**src/rtl/dp_ctrl_pkg.sv**
```systemverilog
// rtl/dp_ctrl_pkg.sv - shared opcodes, register codes, field positions and FSM states for the control sequencer
package dp_ctrl_pkg;

    localparam logic [1:0] OP_NOP = 2'b00;
    localparam logic [1:0] OP_LDI = 2'b01;
    localparam logic [1:0] OP_MOV = 2'b10;
    localparam logic [1:0] OP_ADD = 2'b11;

    localparam logic [1:0] REG_R0 = 2'b00;
    localparam logic [1:0] REG_RA = 2'b01;
    localparam logic [1:0] REG_RB = 2'b10;
    localparam logic [1:0] REG_RZ = 2'b11;

    localparam int INSTR_W = 8;
    localparam int FIELD_W = 2;
    localparam int OP_MSB  = 7;
    localparam int DST_MSB = 5;
    localparam int SRC_MSB = 3;

    typedef enum logic [2:0] {
        S_IDLE,
        S_DECODE,
        S_SETTLE,
        S_T1,
        S_T2,
        S_FIN
    } state_t;

    // A self-move is meaningless and RZ cannot be both the adder target and the final destination.
    function automatic logic is_illegal(input logic [1:0] op, input logic [1:0] dst,
                                        input logic [1:0] src);
        return ((op == OP_MOV) && (src == dst)) || ((op == OP_ADD) && (dst == REG_RZ));
    endfunction

endpackage

```
**src/rtl/dp_reg_decode.sv**
```systemverilog
// rtl/dp_reg_decode.sv - 2-bit register code plus enable to four one-hot register strobes
module dp_reg_decode
    import dp_ctrl_pkg::*;
(
    input  logic       en,
    input  logic [1:0] code,
    output logic       r0,
    output logic       ra,
    output logic       rb,
    output logic       rz
);

    assign r0 = en && (code == REG_R0);
    assign ra = en && (code == REG_RA);
    assign rb = en && (code == REG_RB);
    assign rz = en && (code == REG_RZ);

endmodule

```
**src/rtl/dp_control_sequencer.sv**
```systemverilog
// rtl/dp_control_sequencer.sv - sequences one instruction at a time over T-states into bus selects and load enables
module dp_control_sequencer
    import dp_ctrl_pkg::*;
#(
    parameter int SETTLE_CYCLES = 0,
    parameter int CNT_W         = 8
) (
    input  logic               clock,
    input  logic               clear,
    input  logic               instr_valid,
    output logic               instr_ready,
    input  logic [7:0]         instr,
    output logic               busy,
    output logic               done,
    output logic               illegal,
    output logic [CNT_W-1:0]   retired_count,
    output logic               RZout,
    output logic               RAout,
    output logic               RBout,
    output logic               R0out,
    output logic               RAin,
    output logic               RBin,
    output logic               RZin,
    output logic               R0in
);

    localparam logic [1:0] SETTLE_LAST = (SETTLE_CYCLES > 0) ? 2'(SETTLE_CYCLES - 1) : 2'd0;

    state_t               state;
    state_t               state_nxt;
    logic [INSTR_W-1:0]   instr_q;
    logic [1:0]           settle_cnt;
    logic [FIELD_W-1:0]   op;
    logic [FIELD_W-1:0]   dst;
    logic [FIELD_W-1:0]   src;
    logic                 bad;
    logic                 out_en;
    logic [1:0]           out_code;
    logic                 in_en;
    logic [1:0]           in_code;
    logic                 unused_low_bits;

    assign op  = instr_q[OP_MSB  -: FIELD_W];
    assign dst = instr_q[DST_MSB -: FIELD_W];
    assign src = instr_q[SRC_MSB -: FIELD_W];
    assign bad = is_illegal(op, dst, src);
    assign unused_low_bits = ^instr_q[1:0];

    always_ff @(posedge clock or negedge clear) begin
        if (!clear) begin
            state         <= S_IDLE;
            instr_q       <= '0;
            settle_cnt    <= '0;
            retired_count <= '0;
        end else begin
            state <= state_nxt;
            if ((state == S_IDLE) && instr_valid) begin
                instr_q <= instr;
            end
            settle_cnt <= (state == S_SETTLE) ? settle_cnt + 2'd1 : 2'd0;
            if (state == S_FIN) begin
                retired_count <= retired_count + CNT_W'(1);
            end
        end
    end

    // Strobes decode only the state register and the latched word, so they are glitch-free Moore outputs.
    always_comb begin
        state_nxt = state;
        out_en    = 1'b0;
        out_code  = REG_R0;
        in_en     = 1'b0;
        in_code   = REG_R0;
        case (state)
            S_IDLE: begin
                if (instr_valid) begin
                    state_nxt = S_DECODE;
                end
            end
            S_DECODE: begin
                if (bad) begin
                    state_nxt = S_FIN;
                end else if (SETTLE_CYCLES > 0) begin
                    state_nxt = S_SETTLE;
                end else begin
                    state_nxt = S_T1;
                end
            end
            S_SETTLE: begin
                if (settle_cnt == SETTLE_LAST) begin
                    state_nxt = S_T1;
                end
            end
            S_T1: begin
                case (op)
                    OP_LDI: begin
                        in_en   = 1'b1;
                        in_code = REG_RA;
                    end
                    OP_MOV: begin
                        out_en   = 1'b1;
                        out_code = src;
                        in_en    = 1'b1;
                        in_code  = dst;
                    end
                    OP_ADD: begin
                        out_en   = 1'b1;
                        out_code = src;
                        in_en    = 1'b1;
                        in_code  = REG_RZ;
                    end
                    default: begin
                    end
                endcase
                state_nxt = (op == OP_ADD) ? S_T2 : S_FIN;
            end
            S_T2: begin
                out_en    = 1'b1;
                out_code  = REG_RZ;
                in_en     = 1'b1;
                in_code   = dst;
                state_nxt = S_FIN;
            end
            S_FIN: begin
                state_nxt = S_IDLE;
            end
            default: begin
                state_nxt = S_IDLE;
            end
        endcase
    end

    assign instr_ready = (state == S_IDLE);
    assign busy        = (state != S_IDLE);
    assign done        = (state == S_FIN);
    assign illegal     = done && bad;

    dp_reg_decode u_out_sel (
        .en   (out_en),
        .code (out_code),
        .r0   (R0out),
        .ra   (RAout),
        .rb   (RBout),
        .rz   (RZout)
    );

    dp_reg_decode u_in_sel (
        .en   (in_en),
        .code (in_code),
        .r0   (R0in),
        .ra   (RAin),
        .rb   (RBin),
        .rz   (RZin)
    );

endmodule

```
**config.mk**
```make
export PLATFORM = sky130hd
export DESIGN_NAME = dp_control_sequencer
export DESIGN_NICKNAME = d
export VERILOG_FILES = /design/src/rtl/dp_ctrl_pkg.sv /design/src/rtl/dp_reg_decode.sv /design/src/rtl/dp_control_sequencer.sv
export SDC_FILE = /design/constraint.sdc
export NUM_CORES = 1
export LEC_CHECK = 0
export ABC_CLOCK_PERIOD_IN_PS = 1900
export CORE_UTILIZATION = 46
export DETAILED_ROUTE_END_ITERATION = 8
export GPL_TIMING_DRIVEN = 0
export HOLD_SLACK_MARGIN = 0.02
export PLACE_DENSITY_LB_ADDON = 0.08
export SYNTH_ARGS = -nofsm -noshare
export SYNTH_HDL_FRONTEND = slang
export SYNTH_SLANG_ARGS = --single-unit
```
**constraint.sdc**
```tcl
create_clock -name clock -period 1.9 [get_ports clock]
set_input_delay 0.38 -clock clock [delete_from_list [all_inputs] [get_ports clock]]
set_output_delay 0.38 -clock clock [all_outputs]
set_load 0.005 [all_outputs]
```
==> impl_metrics.env <==
export IMPL_status="complete, but fails checks"
export IMPL_violations="setup timing"
export IMPL_p_comb_share_pct=59.8
export IMPL_finalCritPeriodShare_pct=106
export IMPL_die_area_sq_um=2530
export IMPL_diodes=0
export IMPL_die_y_um=50.3
export IMPL_slew_limit_headroom_pct=44.3
export IMPL_antenna_found_initial=0
export IMPL_clkSlewWorstSetupHoldPaths_ns=0.10
export IMPL_drcViolationCount=0
export IMPL_power_frac_seq_pct=30.8
export IMPL_ys_ff_latch=19
export IMPL_ys_flop_type="dfrtp_1"
export IMPL_worst_endpoint_arrival_ns=1.63
export IMPL_drive_gt1_share_pct=42.1
export IMPL_p_switching_mw=0.844
export IMPL_leakage_nw=0.717
export IMPL_fin_skew_ns=0.00302
export IMPL_grt_pass1_wl_um=3660
export IMPL_cp_slowest_cell="dfrtp_1"
export IMPL_grtUsageMet1_pct=25.4
export IMPL_hold_buffers=0
export IMPL_gr_total_overflow=0
export IMPL_die_w_um=50.3
export IMPL_finalNetCount=159
export IMPL_busiest_layer="met2"
export IMPL_n_fill_cell=187
export IMPL_setup_viol=7
export IMPL_layout_setup_ws_ns=-0.109
export IMPL_wl_per_cell_um=13.1
export IMPL_dr_pass1_iters=4
export IMPL_fmax_ghz=0.498
export IMPL_hold_viol=0
export IMPL_min_path_type="flop to flop"
export IMPL_core_sq_um=2210
export IMPL_root_buffer="clkbuf_4"
export IMPL_place_ws_ns=-0.362
export IMPL_synth_nets=115
export IMPL_start_kind="flop"
export IMPL_async_flop_share_pct=100
export IMPL_grt_max_degree=20
export IMPL_wl_um=2260
export IMPL_synth_area_leaders="dfrtp_1 44%, mux2_4 8.4%, xnor2_1 4.1%"
export IMPL_start_util_pct=48.4
export IMPL_vias=906
export IMPL_yosysMostFrequentCell="dfrtp_1"
export IMPL_yosysWarnings=0
export IMPL_ff2ff_path_depth=6
export IMPL_place_port_buffers=28
export IMPL_switching_share_pct=37.9
export IMPL_cts_tree="done"
export IMPL_clk_latency_ns=0.30
export IMPL_final_cell_area_sq_um=1560
export IMPL_yosys_area_top_type="dfrtp_1"
export IMPL_track_usage_pct=19.5
export IMPL_postLayoutCoreUtil_pct=70.7
export IMPL_cap_violations=0
export IMPL_post_route_min_period_ns=2.01
export IMPL_crit_path_end_kind="output port"
export IMPL_p_clk_share_pct=9.3
export IMPL_cts_inserted_buffers=3
export IMPL_yosysUniqueCellTypes=37
export IMPL_cts_sinks=19
export IMPL_cts_htree_levels=1
export IMPL_rows=17
export IMPL_place_congestion=0.759
export IMPL_ir_worst_vdd_mv=0.818
export IMPL_maxSlewViolCount=0
export IMPL_grt_use_met3_pct=1.82
export IMPL_path_max_fanout=8
export IMPL_ant_nets=0
export IMPL_syn_to_final_growth_pct=46.0
export IMPL_cts_buffer_depth=2
export IMPL_place_area_sq_um=1390
export IMPL_via_per_inst=5.24
export IMPL_cp_cell_sequence="buf_4 -> nand4bb_1 -> o22ai_2 -> o211a_1 -> dlygate4sd2_1"
export IMPL_hold_path_depth=1
export IMPL_syn_area_sq_um=1070
export IMPL_powerDensity_nw_per_um2=1420
export IMPL_ys_seq_area_share_pct=44.4
export IMPL_ios=31
export IMPL_synth_edf_count=0
export IMPL_grt_pass1_vias=820
export IMPL_rsz0062_at_grt="yes"
export IMPL_avgSynthCellArea_sq_um=10.5
export IMPL_worst_pin_slew_ns=0.832
export IMPL_use_met2_pct=32.0
export IMPL_path_class="flop to output port"
export IMPL_cpPeakStageDelay_ns=0.38
export IMPL_syn_inst=102
export IMPL_drt_iter0_markers=4
export IMPL_worst_ep_required_time_ns=1.52
export IMPL_intPower_mw=1.38
export IMPL_dpl_hpwl_um=1420
export IMPL_synth_top_area_share_pct=44.4
export IMPL_synthTopCellsByCount="19 x dfrtp_1, 9 x nor2_1, 6 x mux2_4"
[worst max-delay path: cells and delay by family (launching register included)]
| kind | cells | cell delay [ns] |
|---|---|---|
| buffers and inverters | 2 | 0.40 |
| AOI/OAI and AO/OA | 2 | 0.35 |
| DFF | 1 | 0.38 |
| and+or+nand+nor | 1 | 0.20 |
[timing repair]
| item | in CTS | in global routing |
|---|---|---|
| pin swaps | 9 | 2 |
| gates resized for setup | 62 | 10 |
| gates cloned | 0 | 0 |
| setup buffers | 10 | 2 |
| setup endpoints to repair | 12 | 10 |
[layout make-up]
cell class	count	area, sq um	share of cell area, %
Buffer	7	80.1	5.12
Clock buffer	4	26.3	1.68
Inverter	3	11.3	0.720
Multi-Input combinational cell	72	602	38.5
Sequential cell	19	479	30.6
Tap cell	28	35.0	2.24
Timing Repair Buffer	40	330	21.1
[stage by stage]
stage	instances	power [mW]	hold WS, ns	setup TNS [ns]
3_3_place_gp	158	1.68	0.461	-1.26
5_1_grt	173	2.39	0.520	-1.02
4_1_cts	171	2.13	0.480	-0.450
3_5_place_dp	158	1.71	0.462	-1.31
2_1_floorplan	102	1.36	0.0844	0
6_report	173	2.23	0.473	-0.388
[power groups by stage]
stage	registers [mW]	clock network [mW]	logic [mW]
finish	0.687	0.208	1.33
global placement	0.696	0	0.985
global route	0.713	0.224	1.45
floorplan	0.675	0	0.684
detailed placement	0.706	0	1.01
CTS	0.691	0.212	1.22
[cell usage in the layout, fill, tap and decap left out, drive strengths merged, types with 3 or more instances in the layout]
master / instances
a21oi: 5
and2: 4
buf: 27
clkbuf: 5
clkdlybuf4s50: 16
dfrtp: 19
inv: 3
mux2: 7
nand2: 5
nor2: 9
nor3: 5
nor3b: 4
o21ai: 5
xnor2: 5
xor2: 3
[logic make-up after synthesis]
kind of cell | count (synthesis) | synth area share [%]
xor gates and xnor gates | 8 | 6.54
muxes | 7 | 9.46
buffers and inverters | 11 | 6.89
DFF | 19 | 44.4
and+or+nand+nor | 41 | 22.5
AOI/OAI and AO/OA | 14 | 7.83
adders and majority gates | 2 | 2.34
[worst paths after layout]
kind / slack [ns] / start / end
max in group asynchronous: 0.78 / clear / instr_q[4]
max reg2reg: 0.24 / state[1] / instr_q[6]
min: 0.47 / retired_count[7] / retired_count[7]
max: -0.11 / instr_q[5] / illegal
min reg2reg: 0.47 / retired_count[7] / retired_count[7]
min in group asynchronous: 0.55 / clear / instr_q[7]
[per-layer routing]
layer | routed length, um | vias up
li1 | - | 441
met1 | 996 | 425
met2 | 1110 | 36
met3 | 120 | 4
met4 | 34 | 0
met5 | 0 | -
[sequential cells by signal (all words and copies together), names as in the netlist]
| name | count |
|---|---|
| instr_q | 6 |
| retired_count | 8 |
| settle_cnt | 2 |
| state | 3 |
No activity file was read; power rests on OpenSTA's default activity.
